### config.mk
export PLATFORM = sky130hd
export DESIGN_NAME = uart_tx_stream
export DESIGN_NICKNAME = d
export VERILOG_FILES = /design/src/rtl/uart_tx_stream.sv
export SDC_FILE = /design/constraint.sdc
export NUM_CORES = 1
export LEC_CHECK = 0
export ABC_CLOCK_PERIOD_IN_PS = 12060
export CORE_ASPECT_RATIO = 0.7
export CORE_MARGIN = 10
export CORE_UTILIZATION = 30
export CTS_BUF_LIST = sky130_fd_sc_hd__clkbuf_16
export DETAILED_ROUTE_END_ITERATION = 7
export SYNTH_ARGS = -nofsm -noshare
export SYNTH_HDL_FRONTEND = slang
export SYNTH_SLANG_ARGS = --single-unit
export TNS_END_PERCENT = 20
### constraint.sdc
create_clock -name clock_i -period 12.06 [get_ports clock_i]
set_input_delay 1.809 -clock clock_i [delete_from_list [all_inputs] [get_ports clock_i]]
set_output_delay 1.809 -clock clock_i [all_outputs]
set_load 0.01 [all_outputs]
### src/rtl/uart_tx_stream.sv
// Buffered UART transmitter: a valid/ready stream feeds a small FIFO, and
// frames are serialised back-to-back. Data bits (5..DATA_WIDTH), parity and
// stop bits are selectable at runtime and latched per frame.
module uart_tx_stream #(
    parameter int CLOCK_DIVIDER_WIDTH = 16,
    parameter int DATA_WIDTH          = 9,
    parameter int FIFO_DEPTH          = 8,
    parameter int POST_RESET_BITS     = 12
) (
    input  logic                              clock_i,
    input  logic                              reset_i,
    input  logic [CLOCK_DIVIDER_WIDTH-1:0]    clock_divider_i,
    input  logic [3:0]                        data_bits_i,
    input  logic                              parity_bit_i,
    input  logic                              parity_even_i,
    input  logic                              two_stop_bits_i,
    input  logic                              valid_i,
    input  logic [DATA_WIDTH-1:0]             data_i,
    output logic                              ready_o,
    output logic                              serial_o,
    output logic                              busy_o,
    output logic                              tx_done_o,
    output logic [$clog2(FIFO_DEPTH):0]       fifo_count_o
);

    localparam int CDW  = CLOCK_DIVIDER_WIDTH;
    localparam int AW   = $clog2(FIFO_DEPTH);
    localparam int CNTW = AW + 1;
    localparam int GW   = $clog2(POST_RESET_BITS + 1);

    localparam logic [CDW-1:0]  ONE        = CDW'(1);
    localparam logic [3:0]      MIN_BITS   = 4'd5;
    localparam logic [3:0]      MAX_BITS   = 4'(DATA_WIDTH);
    localparam logic [GW-1:0]   GUARD_LAST = GW'(POST_RESET_BITS - 1);
    localparam logic [CNTW-1:0] FULL_COUNT = CNTW'(FIFO_DEPTH);

    typedef enum logic [1:0] {GUARD, IDLE, SEND} state_t;

    state_t          state, state_next;
    logic [CDW-1:0]  timer, timer_next;
    logic [CDW-1:0]  period;
    logic [CDW-1:0]  live_period;
    logic [3:0]      bit_idx, bit_idx_next;
    logic [3:0]      frame_len;
    logic [3:0]      n_bits;
    logic [GW-1:0]   guard_bits, guard_bits_next;
    logic [15:0]     frame_bits;
    logic            serial_next;
    logic            load;
    logic            tx_done;

    logic [DATA_WIDTH-1:0] mem [FIFO_DEPTH];
    logic [AW-1:0]         wr_ptr, rd_ptr;
    logic [CNTW-1:0]       count;
    logic                  push;

    // Clamp the requested data-bit count into the supported range.
    function automatic logic [3:0] clamp_bits(input logic [3:0] b);
        if (b < MIN_BITS) return MIN_BITS;
        if (b > MAX_BITS) return MAX_BITS;
        return b;
    endfunction

    // Whole frame as a bit vector, index 0 sent first; unused upper bits and
    // stop bits are 1, so the line reads idle past the end of the frame.
    function automatic logic [15:0] build_frame(input logic [DATA_WIDTH-1:0] d,
                                                input logic [3:0] n,
                                                input logic par_en,
                                                input logic even);
        logic [15:0] f;
        logic        x;
        f    = '1;
        f[0] = 1'b0;
        x    = 1'b0;
        for (int i = 0; i < DATA_WIDTH; i++) begin
            if (4'(i) < n) begin
                f[i + 1] = d[i];
                x        = x ^ d[i];
            end
        end
        if (par_en) f[n + 4'd1] = even ? x : ~x;
        return f;
    endfunction

    assign live_period  = (clock_divider_i == '0) ? ONE : clock_divider_i;
    assign n_bits       = clamp_bits(data_bits_i);
    assign ready_o      = (state != GUARD) && (count < FULL_COUNT);
    assign push         = valid_i & ready_o;
    assign fifo_count_o = count;
    assign tx_done_o    = tx_done;
    assign busy_o       = reset_i | (state != IDLE) | (count != '0);

    // Next-state logic: guard timing, frame start/pop and bit sequencing.
    always_comb begin
        state_next      = state;
        timer_next      = timer;
        bit_idx_next    = bit_idx;
        guard_bits_next = guard_bits;
        serial_next     = serial_o;
        load            = 1'b0;
        tx_done         = 1'b0;
        unique case (state)
            GUARD: begin
                serial_next = 1'b1;
                // >= keeps the guard bounded if the divider shrinks mid-period.
                if (timer >= live_period - ONE) begin
                    timer_next = '0;
                    if (guard_bits == GUARD_LAST) begin
                        guard_bits_next = '0;
                        state_next      = IDLE;
                    end else begin
                        guard_bits_next = guard_bits + 1'b1;
                    end
                end else begin
                    timer_next = timer + ONE;
                end
            end
            IDLE: begin
                serial_next = 1'b1;
                if (count != '0) begin
                    load         = 1'b1;
                    serial_next  = 1'b0;
                    timer_next   = '0;
                    bit_idx_next = '0;
                    state_next   = SEND;
                end
            end
            SEND: begin
                if (timer == period - ONE) begin
                    timer_next = '0;
                    if (bit_idx == frame_len - 4'd1) begin
                        tx_done = 1'b1;
                        // Chain straight into the next start bit when data is waiting.
                        if (count != '0) begin
                            load         = 1'b1;
                            serial_next  = 1'b0;
                            bit_idx_next = '0;
                        end else begin
                            serial_next = 1'b1;
                            state_next  = IDLE;
                        end
                    end else begin
                        bit_idx_next = bit_idx + 4'd1;
                        serial_next  = frame_bits[bit_idx + 4'd1];
                    end
                end else begin
                    timer_next = timer + ONE;
                end
            end
            default: state_next = GUARD;
        endcase
    end

    // Control state register; reset abandons any frame and re-enters the guard.
    always_ff @(posedge clock_i) begin
        if (reset_i) begin
            state      <= GUARD;
            timer      <= '0;
            bit_idx    <= '0;
            guard_bits <= '0;
            serial_o   <= 1'b1;
        end else begin
            state      <= state_next;
            timer      <= timer_next;
            bit_idx    <= bit_idx_next;
            guard_bits <= guard_bits_next;
            serial_o   <= serial_next;
        end
    end

    // Per-frame configuration snapshot taken when the head word is popped.
    always_ff @(posedge clock_i) begin
        if (load) begin
            frame_bits <= build_frame(mem[rd_ptr], n_bits, parity_bit_i, parity_even_i);
            frame_len  <= 4'd2 + n_bits + {3'b000, parity_bit_i} + {3'b000, two_stop_bits_i};
            period     <= live_period;
        end
    end

    // FIFO storage; contents need no reset because the pointers define validity.
    always_ff @(posedge clock_i) begin
        if (push) mem[wr_ptr] <= data_i;
    end

    // FIFO pointers and occupancy; power-of-two depth lets pointers wrap freely.
    always_ff @(posedge clock_i) begin
        if (reset_i) begin
            wr_ptr <= '0;
            rd_ptr <= '0;
            count  <= '0;
        end else begin
            if (push) wr_ptr <= wr_ptr + 1'b1;
            if (load) rd_ptr <= rd_ptr + 1'b1;
            unique case ({push, load})
                2'b10:   count <= count + 1'b1;
                2'b01:   count <= count - 1'b1;
                default: count <= count;
            endcase
        end
    end

endmodule

Word level (Yosys, flattened, before mapping):

Memory sizes are Yosys's and may differ from the RTL's. A register that Yosys moved wholly into a read port is not among the register bits.
Index checks and enable logic that the tools add are counted.

* register bits: 73
* RAM bits: 72
* bits of input ports: 35
* output and inout port bits: 8
* word-level logic and storage cells: 166
* memories kept: 1

* add/sub/neg operators: 14
* order comparisons: 16
* equal/unequal tests: 14
* muxes and demuxes: 83
* bitwise logic cells: 12
* reduce and logical (&&, ||, !) cells: 14

Memories
* mem: depth 8, width 9, read ports 1, clocked after Yosys merged registers in 1, write ports 1, line 52 `logic [DATA_WIDTH-1:0] mem [FIFO_DEPTH];`

Operators by type and width (count)
* 2-to-1 mux 16 bit: 4
* 2-to-1 mux 1 bit: 53
* case mux 16 bit (3 select lines): 1
* 2-to-1 mux 4 bit: 8
* subtractor 16 x 1 -> 16 bit (second input constant): 2
* adder 16 x 1 -> 16 bit (second input constant): 1
* adder 4 x 1 -> 4 bit (second input constant): 4
* bitwise mux 16 bit: 1
* equality test 16 bit: 1
* >= comparator 16 bit: 1
* zero test 16 bit: 1
* < comparator 3 x 4 -> 1 bit (first input constant): 4
* case mux 4 bit (2 select lines): 2
* 2-to-1 mux 2 bit: 6
* != test 2 bit (second input constant): 6
* < comparator 4 x 5 -> 1 bit (second input constant): 2
* 2-to-1 mux 10 bit: 1
* adder 4 x 1 -> 4 bit: 2
* < comparator 1 x 4 -> 1 bit (first input constant): 2
* < comparator 2 x 4 -> 1 bit (first input constant): 2
* AND reduction 2 bit: 4
* subtractor 4 x 1 -> 4 bit (second input constant): 2
* bitwise XOR 1 bit: 8
* adder 3 x 1 -> 3 bit (second input constant): 2
* other kinds (26): 33

Logic depth before layout (Yosys ltp):

Gate-level depths: netlist of run 1.

* word-level depth: 36
* mapped depth: 22

Worst setup path before layout of run 1:

Ideal clock, no wire load.

* path kind: in2reg
* start: input clock_divider_i[5]
* end: register timer[0]
* setup time: 0.070 ns
* arrival time: 5.443 ns
* path slack: 6.547 ns
* cell stages on the path: 20
* path buffers: 0
* cell sequence: nor3_1 > nand2b_1 > or3_1 > or4_1 > nor3_1 > nand2_1 > nor2_1 > nor2_1 > ha_1 > nand2_1 > xnor2_1 > ha_1 > a2111oi_0 > o21ai_0 > o2111ai_1 > a31oi_1 > nor3_1 > a31oi_4 > or3_1 > a21oi_1

* longest elaborated chain between the ends: 6

Ends and longest elaborated chain
* start: declaration: line 12 `input logic [CLOCK_DIVIDER_WIDTH-1:0] clock_divider_i,`
* zero test 16 bit: line 85 `assign live_period = (clock_divider_i == '0) ? ONE : clock_divider_i;`
* 2-to-1 mux 16 bit *: line 85
* subtractor 16 x 1 -> 16 bit *: line 106 `if (timer >= live_period - ONE) begin`
* >= comparator 16 bit *: line 106
* 2-to-1 mux 16 bit *: line 106
* case mux 16 bit (3 select lines) *: line 102 `unique case (state)`
* end signal: assignment: line 164 `timer <= timer_next;`
* end: declaration: line 40 `logic [CDW-1:0] timer, timer_next;`

Mark *: on every way between the ends. The rest lies on a longest branch, timed or not.
A chain may end at the register's enable or synchronous reset.

Worst setup path after layout of run 1:

* start: input clock_divider_i[5]
* end: register timer[2]

Same word-level chain as after synthesis.

==> impl_results.md, run 1 <==
- Die height: 155 um
- Hold Crit Class: reg2reg
- # rows: 49
- Seq. cell area: 4040 um2
- Mapped Avg Cell Area: 11.4 um2
- Simple-gate share of the synthesized area: 0.149
- Total Neg Setup Slack: 0 ns
- Initial Utilization: 0.305
- Flop-to-flop setup slack: 6.99 ns
- Port Buffer Count: 42
- Pin count of the biggest net entering global routing: 42
- Metal3 WL: 736 um
- Ant diodes: 0
- Final Critical Period: 6.37 ns
- Final weighted congestion in routability-driven placement: 0.841
- Max Slew Vio Count: 0
- Die width: 214 um
- CTS Buffer Depth: 2
- Mapped Area: 7860 um2
- Crit path buf inv count: 1
- Total wire length: 17,800 um
- Crit-path max cell delay: 0.50 ns
- Remaining DRCs: 0
- Uppermost routed layer: met4
- Clk pin slew, worst setup/hold paths: 0.06 ns
- VDD IR max: 0.106 mV
- Asr flop ratio synth: 0
- Top cells by area, synth: edfxtp_1, dfxtp_1, ha_1, mux4_2, xnor2_1
- Post-cts resize count: 0
- Global-route wire length before repair: 28,800 um
- Reg-to-reg endpoint: fifo_count_o[3]
- Num CTS Buffers: 17
- Multi-input gate area: 3580 um2
- Crit-path cells: clkdlybuf4s50_1, nor3_1, nand2b_1, or3_1, or4_1, nor3_1, nand2_1, nor2_1, nor2_1, ha_1, nand2_1, nor2_1, xnor2_1, ha_1, and3_1, o2111ai_1, a31oi_1, nor3_1, a31oi_4, nor3_2, a31o_2
- Max-slew headroom: 0.311
- Hold endpoint: wr_ptr[0]
- EDFF count, synth: 108
- Arr. time, crit path: 6.68 ns
- Hold Path Stages: 2
- Post-CTS Setup Inserts: 0
- Synth Flop Type: edfxtp_1
- Synthesized flop and latch total: 148
- Hold-fix buffers, CTS: 0
- Met1 WL: 9730 um
- Worst-Skew Late Latency: 0.41 ns
- Critical path class: in2reg
- Critical R2R Launch: period[0]
- Yosys top cell by area: edfxtp_1
- GRT Util Overall: 0.111
- Max frequency: 0.157 GHz
- Number of detailed-routing iterations run before antenna repair: 5
- Power Dens Cells: 125 nW/um2
- Distinct cells, synth: 71
- FF-to-FF path depth: 16
- Sequential area share after synthesis: 0.514
- Sink Count: 148
- Initial antenna violation count: 0
- Hold Path Origin: wr_ptr[0]
- Post-synthesis xor/xnor area fraction: 0.0597
- Mux cell area share after synthesis: 0.0784
- RSZ-0062 raised after global routing: no
- Period utilisation layout: 0.528
- Worst setup EP type: flop
- Largest family of logic cells by synthesized area: simple AND/OR/NAND/NOR gates
- Share of cells above drive strength 1: 0.102
- Delay-heaviest family, CP: simple AND/OR/NAND/NOR gates
- Static leakage: 3.21 nW
- Yosys warns: 0
- Post-route design area: 9250 um2
- Synth Instances: 687
- CTS tree: built
- Synth-to-layout area growth: 17.6%
- Startpoint Class: primary input
- H-tree depth: 4
- Status: complete, no violations
- Adder-cell share of the synthesized area: 0.0560
- Fin. Hold Viols: 0
- Detail Route Antenna Nets: 0
- Routed len/inst: 16.7 um
- Fin Clk Skew: 0.00804 ns
- Max Cap Viol: 0
- Placed cell areas: 8610 um2
- DP Wirelength: 12,900 um
- Routed wl met2: 7180 um
- Data required time of the critical path: 12.37 ns
- CP max-delay cell: clkdlybuf4s50_1
- Core outline area: 25,700 um2
- Root buffer cell: clkbuf_16
- Highest net fanout along the worst path: 17
- Post-synth top area share: 0.412
- Total Nets Final: 791
- Vias post-DR: 5,357
- Compound-Gate Fraction of Synth Area: 0.109
- Vias/cell: 5.03
- Die Area: 33,200 um2
- Worst Tran Pin Value: 1.03 ns
- DR iter-0 viols: 464
- # IOs: 43
- Vias in the first global route: 5,219
- Congestion Overflow GR: 0
- Setup-failing EPs final: 0
- Fillers: 2,493
-- layout by cell type (no fill, tap or decap), drive strengths merged, types with 7 or more instances in the layout --
master	synthesis	routed
clkbuf	27	17
clkdlybuf4s50	0	42
mux4	13	13
nor3b	7	7
ha	32	32
nand2b	8	8
mux2i	20	20
nand2	44	44
nand4	7	7
mux2	11	11
xor2	21	21
nor3	21	21
a21o	19	19
dfxtp	40	40
xnor2	30	30
nand3	21	21
inv	29	32
nor2	54	54
or3	8	8
a21oi	30	30
o21ai	19	19
edfxtp	108	108
nor4	7	7
or4	12	12
nor2b	8	8
-- area by class of cell --
| cell class | count | share of cell area |
|---|---|---|
| flip-flops and latches | 148 | 0.437 |
| multi-input cells | 478 | 0.387 |
| repair buffers | 48 | 0.0503 |
| clock buffers | 17 | 0.0460 |
| well taps | 331 | 0.0448 |
| clock inverters | 15 | 0.0227 |
| inverters | 29 | 0.0118 |
-- power breakdown --
group / internal (W) / total, W / switching (W)
Clock: 0.000365 / 0.000568 / 0.000203
Sequential: 0.000546 / 0.000548 / 0.00000229
Combinational: 0.0000205 / 0.0000437 / 0.0000232
-- worst register-to-register path, delay by kind of cell, from the launching register on --
| kind | cells | cell delay (ns) |
|---|---|---|
| XOR/XNOR | 1 | 0.09 |
| AND/OR/NAND/NOR | 3 | 1.66 |
| buffers and inverters | 2 | 0.30 |
| AO/OA/AOI/OAI | 7 | 1.75 |
| flip-flops | 1 | 0.49 |
| adder cells (fa/ha/maj) | 3 | 0.71 |
-- through the flow --
step | power [W] | setup WS (ns) | std cells | util | hold slack [ns]
final | 0.00116 | 5.69 | 1066 | 0.359 | 0.497
after global routing | 0.00120 | 5.18 | 1066 | 0.359 | 0.536
after detailed placement | 0.000602 | 5.34 | 1034 | 0.334 | 0.490
after CTS | 0.00117 | 5.78 | 1066 | 0.359 | 0.498
after global placement | 0.000602 | 5.45 | 1034 | 0.334 | 0.476
after floorplan | 0.000580 | 6.55 | 691 | - | 0.462
-- worst max path at each step --
stage | start | endpoint | slack, ns | cells past startpoint
2_1_floorplan | clock_divider_i[5] | timer[0] | 6.55 | 20
3_3_place_gp | clock_divider_i[5] | timer[2] | 5.45 | 21
3_5_place_dp | clock_divider_i[5] | timer[2] | 5.34 | 21
4_1_cts | clock_divider_i[5] | timer[2] | 5.78 | 21
5_1_grt | clock_divider_i[5] | timer[2] | 5.18 | 21
6_report | clock_divider_i[5] | timer[2] | 5.69 | 21
-- state kept, by name, summed over array words and instances (netlist names), 2 cells and up, named ones only --
signal        count
state             2
bit_idx           4
guard_bits        4
frame_bits       16
period           16
wr_ptr            3
frame_len         4
mem              72
fifo_count_o      4
timer            16
rd_ptr            3
-- synthesized netlist by cell type, types with 11 or more instances --
| master | instances |
|---|---|
| o21ai_0 | 18 |
| edfxtp_1 | 108 |
| inv_1 | 29 |
| nand3_1 | 21 |
| mux2_2 | 11 |
| clkbuf_1 | 27 |
| nor2_1 | 54 |
| a21oi_1 | 30 |
| a21o_1 | 19 |
| ha_1 | 32 |
| xnor2_1 | 30 |
| mux4_2 | 13 |
| mux2i_1 | 20 |
| nand2_1 | 43 |
| nor3_1 | 20 |
| xor2_1 | 21 |
| dfxtp_1 | 40 |
-- cells by family (layout without fill, tap and decap cells) --
family	count (synthesis)	in the layout
AOI/OAI and AO/OA	122	122
xor gates and xnor gates	52	52
adders and majority gates	34	34
buffers and inverters	65	109
DFF	148	148
muxes	44	44
other	2	6
and+or+nand+nor	220	220
-- per-layer routing --
metal	vias to the layer above	global-route usage
li1	2632	-
met1	2606	0.167
met2	105	0.150
met3	14	0.0269
met4	0	0.0350
met5	-	0
Power figures use the tool's default switching activity.
==> run 2, diff against run 1 <==
ABC_CLOCK_PERIOD_IN_PS = 6200   (was 12060)
clock period = 6.2 ns   (was 12.06 ns; I/O delays follow)
==> impl_results.md, run 2 (synthesized netlist as in run 1, its figures left out) <==
- Vias in the first global route: 5,083 (-2.6%)
- CTS Buffer Depth: 2 (unchanged)
- DR iter-0 viols: 396 (-15%)
- Worst-Skew Late Latency: 0.42 ns (about the same)
- CP max-delay cell: clkdlybuf4s50_1
- NetSw: 0.000466 W (+100%)
- Total Nets Final: 792 (+0.13%)
- Setup ws final: 0.803 ns (-4.89 ns)
- Crit path buf inv count: 1 (unchanged)
- Min Hold Slack: 0.497 ns (+0.000387 ns)
- Fin. Hold Viols: 0 (unchanged)
- Critical path class: in2reg
- Arr. time, crit path: 5.71 ns (-0.97 ns)
- Routed len/inst: 16.6 um (-0.77%)
- Setup-failing EPs final: 0 (unchanged)
- Max reg flops: 72 (unchanged)
- Flop-to-flop setup slack: 1.12 ns (-5.87 ns)
- Global-route wire length before repair: 28,700 um (-0.26%)
- Num CTS Buffers: 17 (unchanged)
- Initial antenna violation count: 0 (unchanged)
- Delay-heaviest family, CP: simple AND/OR/NAND/NOR gates
- Port Buffer Count: 42 (unchanged)
- Total wire length: 17,700 um (-0.67%)
- Hold Path Origin: wr_ptr[0]
- H-tree depth: 4 (unchanged)
- Vias post-DR: 5,369 (+0.22%)
- Share of cells above drive strength 1: 0.107 (+0.00530)
- Max Cap Viol: 0 (unchanged)
- Clk network pwr share: 0.468 (-0.022)
- Placement Setup Slack: 0.395 ns (-4.95 ns)
- FF-to-FF path depth: 16 (unchanged)
- Hold-fix buffers, CTS: 0 (unchanged)
- Die Area: 33,200 um2 (unchanged)
- Remaining DRCs: 0 (unchanged)
- Highest net fanout along the worst path: 17 (unchanged)
- Vias/cell: 5.03 (+0.13%)
- Hold endpoint: wr_ptr[0]
- Final Critical Period: 5.40 ns
- # rows: 49 (unchanged)
- Ant diodes: 0 (unchanged)
- Root buffer cell: clkbuf_16
- Hold Crit Class: reg2reg
- Crit-path max cell delay: 0.49 ns (about the same)
- Max frequency: 0.185 GHz
- Pin count of the biggest net entering global routing: 42 (unchanged)
- DP Wirelength: 12,800 um (-1.1%)
- Post-CTS Setup Inserts: 0 (unchanged)
- Seq. cell area: 4040 um2 (unchanged)
- Hold Path Stages: 2 (unchanged)
- Critical R2R Launch: period[0]
- Worst Tran Pin Value: 1.15 ns (+0.120 ns)
- RSZ-0062 raised after global routing: no
- GRT Util Overall: 0.111 (+0.000300)
- Switch share: 0.215 (+0.0184)
- Sink Count: 148 (unchanged)
- Status: complete, no violations
- Die width: 214 um (unchanged)
- Congestion Overflow GR: 0 (unchanged)
- Period utilisation layout: 0.871
- Reg-to-reg endpoint: fifo_count_o[3]
- Combinational share of power: 0.039 (about the same)
- Data required time of the critical path: 6.52 ns (-5.85 ns)
- Post-cts resize count: 0 (unchanged)
- Max Slew Vio Count: 0 (unchanged)
- Number of detailed-routing iterations run before antenna repair: 5 (unchanged)
- Fin Clk Skew: 0.0118 ns (+0.00376 ns)
- Clk pin slew, worst setup/hold paths: 0.06 ns (about the same)
- Biggest register: mem
- Commonest cells after routing, fill and taps aside: edfxtp_1, nor2_1, nand2_1
- VDD IR max: 0.195 mV (+84%)
- CTS tree: built
- # IOs: 43 (unchanged)
- Multi-input gate area: 3580 um2 (unchanged)
- Detail Route Antenna Nets: 0 (unchanged)
- Die height: 155 um (unchanged)
- Total Neg Setup Slack: 0 ns (unchanged)
- Int Pwr: 0.00170 W (+82%)
- Power Dens Cells: 235 nW/um2 (+87%)
- Crit-path cells: clkdlybuf4s50_1, nor3_1, nand2b_1, or3_1, or4_1, nor3_1, nand2_1, nor2_1, nor2_1, ha_1, nand2_1, nor2_1, xnor2_1, ha_1, and3_1, o2111ai_1, a31oi_1, nor3_1, a31oi_4, nor3_2, a31o_2
- Synth-to-layout area growth: 17.0%
- Startpoint Class: primary input
- Most common cell after layout, fill and taps aside: edfxtp_1
- Max-slew headroom: 0.230 (-0.0804)
- Final weighted congestion in routability-driven placement: 0.839 (-0.15%)
- Worst setup EP type: flop
- Seq pwr share: 0.493 (+0.020)
- Fillers: 2,493 (unchanged)
- Core outline area: 25,700 um2 (unchanged)
- Static leakage: 3.19 nW (-0.60%)
- Initial Utilization: 0.305 (unchanged)
==> run 2: cell count changes in the layout (fill, tap and decap cells not counted), sizes merged <==
| cell | delta |
|---|---|
| buf | +1 |
| bufinv | -3 |
| clkinv | +3 |
==> run 2: worst max path at each step <==
stage                     cells past startpoint              end          startpoint  slack, ns
after floorplan                              16  fifo_count_o[3]           period[0]       1.41
after global placement                       21         timer[2]  clock_divider_i[5]       0.47
after detailed placement                     21         timer[2]  clock_divider_i[5]       0.39
after CTS                                    21         timer[2]  clock_divider_i[5]       0.84
after global routing                         21        timer[13]  clock_divider_i[5]       0.27
final                                        21         timer[2]  clock_divider_i[5]       0.80
==> run 2: area by class of cell <==
class                      count  share of cell area
sequential                   148               0.440
tap                          331              0.0450
inverter                      29              0.0118
multi-input combinational    478               0.389
clock inverter                15              0.0170
clock buffer                  17              0.0462
timing repair buffer          49              0.0514
==> run 2: per-layer routing <==
| metal | track usage | vias to the layer above | share of wire |
|---|---|---|---|
| met5 | 0 | - | 0 |
| met4 | 0.0360 | 0 | 0.0091 |
| met3 | 0.0291 | 14 | 0.053 |
| met2 | 0.144 | 124 | 0.40 |
| met1 | 0.171 | 2592 | 0.54 |
| li1 | - | 2639 | - |
==> run 2: power by group through the flow <==
| stage | clock network (W) | logic [W] | registers (W) |
|---|---|---|---|
| floorplan | 0 | 0.0000421 | 0.00109 |
| global placement | 0 | 0.0000835 | 0.00109 |
| detailed placement | 0 | 0.0000840 | 0.00109 |
| CTS | 0.00103 | 0.0000847 | 0.00107 |
| global route | 0.00107 | 0.0000952 | 0.00107 |
| finish | 0.00101 | 0.0000845 | 0.00107 |
==> run 2: through the flow <==
| stage | std cells | power, W | utilization | instance area [um2] |
|---|---|---|---|---|
| 2_1_floorplan | 691 | 0.00113 | - | 7880 |
| 3_3_place_gp | 1035 | 0.00117 | 0.335 | 8620 |
| 3_5_place_dp | 1035 | 0.00117 | 0.335 | 8620 |
| 4_1_cts | 1067 | 0.00218 | 0.357 | 9200 |
| 5_1_grt | 1067 | 0.00224 | 0.357 | 9200 |
| 6_report | 1067 | 0.00216 | 0.357 | 9200 |
==> run 2: tightest hold or removal path: stages (launching register included) <==
cell,delay (ns)
dfxtp_1,0.34
nand2_1,0.06
a21oi_1,0.05
